File: config.mk
export PLATFORM = sky130hd
export DESIGN_NAME = shift_frame_engine_flat
export DESIGN_NICKNAME = d
export VERILOG_FILES = /design/src/rtl/shift_frame_engine_if.sv /design/src/rtl/shift_frame_engine.sv /design/src/flat_wrapper.sv
export SDC_FILE = /design/constraint.sdc
export NUM_CORES = 1
export LEC_CHECK = 0
export ABC_AREA = 1
export CAP_MARGIN = 20
export CORE_ASPECT_RATIO = 0.8
export CORE_MARGIN = 5
export CORE_UTILIZATION = 40
export DETAILED_ROUTE_END_ITERATION = 10
export PLACE_DENSITY = 0.74
export SLEW_MARGIN = 25
export SYNTH_ARGS = -nofsm -noshare
export SYNTH_HDL_FRONTEND = slang
export SYNTH_SLANG_ARGS = --single-unit
export TNS_END_PERCENT = 30
File: constraint.sdc
create_clock -name clk -period 1 [get_ports clk]
set_input_delay 0.2 -clock clk [delete_from_list [all_inputs] [get_ports clk]]
set_output_delay 0.2 -clock clk [all_outputs]
set_load 0.05 [all_outputs]
File: src/rtl/shift_frame_engine_if.sv
// Control/data bundle for the shift frame engine; master drives strobe, mode
// and data, slave returns register contents, serial output and frame status.
interface shift_frame_engine_if #(
  parameter int WIDTH = 8,
  parameter int CW    = $clog2(WIDTH + 1)
);
  logic             serialClkposedge;
  logic [1:0]       mode;
  logic [WIDTH-1:0] parallelIn;
  logic             serialIn;
  logic [WIDTH-1:0] parallelOut;
  logic             serialOut;
  logic [CW-1:0]    bitCount;
  logic             busy;
  logic             frameDone;
  logic             frameAbort;

  modport master (
    output serialClkposedge, mode, parallelIn, serialIn,
    input  parallelOut, serialOut, bitCount, busy, frameDone, frameAbort
  );

  modport slave (
    input  serialClkposedge, mode, parallelIn, serialIn,
    output parallelOut, serialOut, bitCount, busy, frameDone, frameAbort
  );
endinterface

File: src/rtl/shift_frame_engine.sv
// Strobed left/right shift register with WIDTH-shift framing; outputs are 1-cycle registered.
// No backpressure: every strobed edge is accepted; frameDone/frameAbort are single-cycle pulses.
module shift_frame_engine #(
  parameter int WIDTH = 8,
  parameter int CW    = $clog2(WIDTH + 1)
) (
  input  logic                  clk,
  input  logic                  rst_n,
  shift_frame_engine_if.slave   bus
);

  localparam logic [1:0] MODE_HOLD  = 2'b00;
  localparam logic [1:0] MODE_PLOAD = 2'b01;
  localparam logic [1:0] MODE_LEFT  = 2'b10;
  localparam logic [1:0] MODE_RIGHT = 2'b11;

  localparam logic [CW-1:0] CNT_LAST = CW'(WIDTH - 1);

  typedef enum logic { ST_IDLE, ST_ACTIVE } state_t;
  typedef enum logic { DIR_LEFT = 1'b0, DIR_RIGHT = 1'b1 } dir_t;

  state_t           state_q, state_d;
  dir_t             dir_q, dir_d;
  logic [WIDTH-1:0] sreg_q, sreg_d;
  logic [CW-1:0]    cnt_q, cnt_d;
  logic             done_q, done_d;
  logic             abort_q, abort_d;
  logic             is_shift;

  always_ff @(posedge clk or negedge rst_n) begin
    if (!rst_n) begin
      state_q <= ST_IDLE;
      dir_q   <= DIR_LEFT;
      sreg_q  <= '0;
      cnt_q   <= '0;
      done_q  <= 1'b0;
      abort_q <= 1'b0;
    end else begin
      state_q <= state_d;
      dir_q   <= dir_d;
      sreg_q  <= sreg_d;
      cnt_q   <= cnt_d;
      done_q  <= done_d;
      abort_q <= abort_d;
    end
  end

  always_comb begin
    state_d  = state_q;
    dir_d    = dir_q;
    sreg_d   = sreg_q;
    cnt_d    = cnt_q;
    done_d   = 1'b0;
    abort_d  = 1'b0;
    is_shift = 1'b0;

    if (bus.serialClkposedge) begin
      case (bus.mode)
        MODE_PLOAD: begin
          sreg_d  = bus.parallelIn;
          cnt_d   = '0;
          abort_d = (state_q == ST_ACTIVE);
          state_d = ST_IDLE;
        end
        MODE_LEFT: begin
          sreg_d   = {sreg_q[WIDTH-2:0], bus.serialIn};
          dir_d    = DIR_LEFT;
          is_shift = 1'b1;
        end
        MODE_RIGHT: begin
          sreg_d   = {bus.serialIn, sreg_q[WIDTH-1:1]};
          dir_d    = DIR_RIGHT;
          is_shift = 1'b1;
        end
        MODE_HOLD: ;
        default: ;
      endcase
    end

    // Both directions count toward the same frame; the last shift closes it.
    if (is_shift) begin
      if (cnt_q == CNT_LAST) begin
        cnt_d   = '0;
        done_d  = 1'b1;
        state_d = ST_IDLE;
      end else begin
        cnt_d   = cnt_q + CW'(1);
        state_d = ST_ACTIVE;
      end
    end
  end

  assign bus.parallelOut = sreg_q;
  assign bus.serialOut   = (dir_q == DIR_RIGHT) ? sreg_q[0] : sreg_q[WIDTH-1];
  assign bus.bitCount    = cnt_q;
  assign bus.busy        = (cnt_q != '0);
  assign bus.frameDone   = done_q;
  assign bus.frameAbort  = abort_q;

endmodule

File: src/flat_wrapper.sv
// flat-port wrapper written by rule: the top's interface ports become plain ports
module shift_frame_engine_flat 
#(
  parameter int WIDTH = 8,
  parameter int CW    = $clog2(WIDTH + 1)
)
  (clk, rst_n, bus_serialClkposedge, bus_mode, bus_parallelIn, bus_serialIn, bus_parallelOut, bus_serialOut, bus_bitCount, bus_busy, bus_frameDone, bus_frameAbort);
  shift_frame_engine_if #(.WIDTH(WIDTH), .CW(CW)) bus_i ();
  input  logic clk;
  input  logic rst_n;
  input wire logic [$bits(bus_i.serialClkposedge)-1:0] bus_serialClkposedge;
  input wire logic [$bits(bus_i.mode)-1:0] bus_mode;
  input wire logic [$bits(bus_i.parallelIn)-1:0] bus_parallelIn;
  input wire logic [$bits(bus_i.serialIn)-1:0] bus_serialIn;
  output wire logic [$bits(bus_i.parallelOut)-1:0] bus_parallelOut;
  output wire logic [$bits(bus_i.serialOut)-1:0] bus_serialOut;
  output wire logic [$bits(bus_i.bitCount)-1:0] bus_bitCount;
  output wire logic [$bits(bus_i.busy)-1:0] bus_busy;
  output wire logic [$bits(bus_i.frameDone)-1:0] bus_frameDone;
  output wire logic [$bits(bus_i.frameAbort)-1:0] bus_frameAbort;
  assign bus_i.serialClkposedge = bus_serialClkposedge;
  assign bus_i.mode = bus_mode;
  assign bus_i.parallelIn = bus_parallelIn;
  assign bus_i.serialIn = bus_serialIn;
  assign bus_parallelOut = bus_i.parallelOut;
  assign bus_serialOut = bus_i.serialOut;
  assign bus_bitCount = bus_i.bitCount;
  assign bus_busy = bus_i.busy;
  assign bus_frameDone = bus_i.frameDone;
  assign bus_frameAbort = bus_i.frameAbort;
  shift_frame_engine #(.WIDTH(WIDTH), .CW(CW)) u_core (.clk(clk), .rst_n(rst_n), .bus(bus_i));
endmodule
== Yosys cells after proc, flatten, opt, wreduce, memory -nomap -nowiden ==
Index checks and enable logic that the tools add are counted.

* Output and inout bits: 16
* Bits in registers: 16
* Input bits: 14

* Equality and inequality tests: 4
* $add $sub $neg: 1
* Reductions and logical operators: 9
* Mux-type cells: 17

{| class="wikitable"
|+ Operator list
! operator !! count
|-
| $pmux W8 S3 || 1
|-
| $mux W4 || 4
|-
| $mux W1 || 11
|-
| $reduce_and A2 Y1 || 3
|-
| $reduce_bool A2 Y1 || 3
|-
| $add A4 B1 Y4 const B || 1
|-
| $eq A2 B2 Y1 const B || 2
|-
| $eq A4 B3 Y1 const B || 1
|-
| $reduce_bool A4 Y1 || 1
|-
| $reduce_bool A3 Y1 || 1
|-
| $eq A2 B1 Y1 const B || 1
|-
| $pmux W1 S2 || 1
|-
| $reduce_or A2 Y1 || 1
|}

== Longest topological paths before layout ==
* Depth in word-level cells: 6
* Mapped depth: 6

== Worst setup path after synthesis ==
OpenSTA, ideal clock, no wires.

* Kind: register to output
* Start: register u_core.cnt_q[1] (netlist: u_core.bus.bitCount[1])
* End: output port bus_busy
* Path slack: -0.555 ns
* Cell stages (with the launch flop): 4
* Arrival: 1.355 ns
* Cell sequence: dfrtp_1 -> inv_1 -> ha_1 -> nand3_1

* Word-level cells in the longest chain between the ends: 1

{| class="wikitable"
|+ Ends and longest elaborated chain
! item !! line !! text
|-
| start, declared || shift_frame_engine.sv:25 || <nowiki>logic [CW-1:0] cnt_q, cnt_d;</nowiki>
|-
| start signal, assigned || shift_frame_engine.sv:42 || <nowiki>cnt_q <= cnt_d;</nowiki>
|-
| $reduce_bool A4 Y1 || shift_frame_engine.sv:96 || <nowiki>assign bus.busy = (cnt_q != '0);</nowiki>
|-
| end, declared || flat_wrapper.sv:18 || <nowiki>output wire logic [$bits(bus_i.busy)-1:0] bus_busy;</nowiki>
|}

No other way between the ends.

== Final worst setup path ==
* Start: register u_core.cnt_q[0] (netlist: u_core.bus.bitCount[0])
* End: register u_core.cnt_q[3] (netlist: u_core.bus.bitCount[3])

* Word-level cells in the longest chain between the ends: 3
* Elaborated cells on any way between the ends: 4

{| class="wikitable"
|+ Ends and longest elaborated chain
! item !! line !! text
|-
| $add A4 B1 Y4 or $eq A4 B3 Y1 (tied branches) || shift_frame_engine.sv:87, shift_frame_engine.sv:82 ||
|-
| $mux W4 * || shift_frame_engine.sv:82 || <nowiki>if (cnt_q == CNT_LAST) begin</nowiki>
|-
| $mux W4 * || shift_frame_engine.sv:81 || <nowiki>if (is_shift) begin</nowiki>
|}

Every way passes the cells marked *; elsewhere a longest branch is shown, timed or not.
A chain may end at the register's enable or synchronous reset.

==> metrics.md <==
| Metric | Value |
|---|---|
| Final hold vios | `0` |
| Synth Warn # | `0` |
| Maxcap violations | `0` |
| Outcome | `complete, but fails checks` |
| PortBufs | `29` |
| Mean routed wirelength per cell | `16.27 µm` |
| Maximum clock path buffer count | `2` |
| Peak VDD IR | `1.182 mV` |
| N_diodes | `0` |
| Seq/Total Area, Yosys | `0.4414` |
| Combinational share of power | `0.541` |
| Initial core utilization | `0.4203` |
| Via-to-Cell Ratio | `5.278` |
| Routed WL | `3221 µm` |
| Clock share of power | `0.155` |
| Top cells by area, synth | `dfrtp_1 (44%), nand2_1 (18%), nand3_1 (15%)` |
| Top-count cell post-synth | `nand2_1` |
| CTS tree | `built` |
| Placeable Area | `0.002158 mm²` |
| F_max | `728.8 MHz` |
| P_leak | `0.0008351 µW` |
| Pre-Repair DR Iteration Count | `5` |
| Worst Setup End Kind | `flop` |
| Fin crit period | `1.372 ns` |
| Pint | `1720 µW` |
| FP Rows | `15` |
| Clk_lat worst skew | `0.29 ns` |
| Layout Utilization | `0.7919` |
| Area growth, synth to finish | `88.41%` |
| Syn Area/Cell | `7.753 µm²` |
| Pwr dens | `1648 mW/mm²` |
| Vias in the first global route | `1132` |
| GP Congestion | `0.8508` |
| Final ANT Viol Nets | `0` |
| RSZ-0062 raised after global routing | `yes` |
| Clock skew | `0.009165 ns` |
| Gate Count Post-Synth | `117` |
| DIE AREA | `0.003326 mm²` |
| DP Wirelength | `2254 µm` |
| Number of buffers created by CTS | `3` |
| Measured slew at the worst slew-check pin | `0.3045 ns` |
| Fin. max-slew vios | `0` |
| Clock Pin Slew Worst Setup and Hold Paths | `0.10 ns` |
| Final Non-Filler Cells | `198` |
| Root Driver | `clkbuf_4` |
| Most common flop cell mapped by yosys | `dfrtp_1` |
| Antenna violations before repair | `0` |
| Distinct cells, synth | `16` |
| Critical path arrival | `1.60 ns` |
| Die span in x | `63.24 µm` |
| Final instance area | `0.001709 mm²` |
| Pre-CTS WS | `-0.3952 ns` |
| Final setup vio count | `25` |
| NetSw | `1097 µW` |
| Placement-stage cell area | `0.001534 mm²` |
| Post-synth ARST share | `1.000` |
| Type of the most critical hold path | `in -> async` |
| First-pass GRT wire length | `5388 µm` |
| Kind of critical path | `reg -> reg` |
| Synth top area share | `0.4414` |
| Post-synth top cells | `nand2_1 (43), nand3_1 (28), dfrtp_1 (16), inv_1 (7)` |
| Mapped Area | `907.1 µm²` |
| Pin count of the biggest net entering global routing | `17` |
| Slew margin rel. | `0.7970` |
| Violated checks | `negative setup slack` |
| H-tree Lvls | `1` |
| Worst Path Max Fanout | `3` |
| WP data required | `1.22 ns` |
| Iter 0 DRT Violations | `64` |
| CP startpoint kind | `flop` |
| Post-route setup slack | `-0.3722 ns` |
| Post-synth EDFFs | `0` |
| I/O pins | `30` |
| Net Count, Synth | `133` |
| DRC Markers | `0` |
| Layout cells sized above 1 | `0.4509` |
| Flops & latches, synth | `16` |
| Cell taking the most area after synthesis | `dfrtp_1` |
| Sequential Power Share | `0.304` |
| Placed Cells | `183` |
| CTS sink cnt | `16` |
| GRT Util Overall | `0.2165` |
| Switching Fraction | `0.3895` |
| GR Overflow Total | `0` |
| Fin nets | `190` |
| Die height | `52.60 µm` |
| Fin crit share | `1.372` |
| Vias | `1045` |
## path summary, 6_finish.rpt
kind	depth (start not counted)	from	endpoint	slack (ns)
setup / recovery	8	u_core.bus.bitCount[0]	u_core.bus.bitCount[3]	-0.37
hold / removal	2	rst_n	u_core.bus.parallelOut[7]	0.23
max in group asynchronous	2	rst_n	u_core.bus.parallelOut[3]	0.63
min in group clk	3	bus_serialClkposedge	u_core.bus.frameDone	0.45
hold reg to reg	2	u_core.state_q	u_core.bus.frameAbort	0.55
setup reg to reg	8	u_core.bus.bitCount[0]	u_core.bus.bitCount[3]	-0.37
## metal layers
metal  GRT usage  vias up  part of all wire
li1            -      491                 -
met1      0.2278      496              0.38
met2      0.3823       47              0.52
met3     0.06223       11             0.062
met4      0.1419        0             0.041
met5           0        -                 0
## repair_timing
action                     4_1_cts  5_1_grt
resized for setup               15        9
buffers inserted                10        1
pin swaps                        1        3
hold buffers                     0        0
setup endpoints to repair       30       29
## final cells by class
cell class	count	area (µm²)
fill	137	449.2
sequential	16	415.4
inverter	10	40.04
timing repair buffer	56	698.2
tap	25	31.28
multi-input combinational	87	488.0
clock buffer	4	36.28
## power by group through the flow
stage	logic, µW	registers, µW	clock network, µW
2_1_floorplan	367	1110	0
3_3_place_gp	1290	871	0
3_5_place_dp	1330	876	0
4_1_cts	1480	850	443
5_1_grt	1590	867	481
6_report	1520	856	437
## worst max-delay path: stages, from the launching register on
cell and delay, ns:
dfrtp_2 0.44, buf_4 0.15, buf_4 0.14, ha_4 0.17, nand2_4 0.07, nor2_1 0.04, nor2_1 0.08, nand3_1 0.10
nand2_1 0.09
## flip-flops by register name (all words and copies together), names as in the netlist
signal / cells
u_core.state_q: 1
u_core.bus.parallelOut: 8
u_core.bus.frameAbort: 1
u_core.dir_q: 1
u_core.bus.frameDone: 1
u_core.bus.bitCount: 4
## cell families after synthesis
logic type / after synthesis / synth area share
simple gates: 80 / 0.3986
compound gates: 5 / 0.04137
fa+ha+maj: 2 / 0.02758
flops: 16 / 0.4414
buf+inv: 14 / 0.09104
## through the flow
stage | power [µW] | TNS, ns | hold WS, ns
2_1_floorplan | 1477 | -0.8367 | -0.09559
3_3_place_gp | 2159 | -5.125 | 0.5038
3_5_place_dp | 2205 | -5.416 | 0.5260
4_1_cts | 2777 | -3.798 | 0.2296
5_1_grt | 2941 | -5.068 | 0.2230
6_report | 2817 | -4.070 | 0.2279
## cells in the final DEF, fill, tap and decap left out
| master | count |
|---|---|
| nand2_1 | 39 |
| nand2_4 | 3 |
| inv_4 | 1 |
| ha_4 | 2 |
| o21ai_2 | 1 |
| nor3_1 | 1 |
| dfrtp_2 | 12 |
| inv_1 | 4 |
| dfrtp_1 | 4 |
| inv_2 | 5 |
| o22ai_1 | 1 |
| buf_12 | 18 |
| clkdlybuf4s50_1 | 11 |
| nand3_4 | 1 |
| o22ai_2 | 1 |
| clkbuf_8 | 1 |
| dlygate4sd2_1 | 2 |
| nor2_1 | 3 |
| nand3_1 | 27 |
| nand2_8 | 1 |
| nand4_1 | 1 |
| nor2_2 | 1 |
| buf_6 | 6 |
| buf_4 | 19 |
| o21ai_1 | 2 |
| clkbuf_4 | 3 |
| nand2_2 | 3 |
No activity file was read; power rests on OpenSTA's default activity.
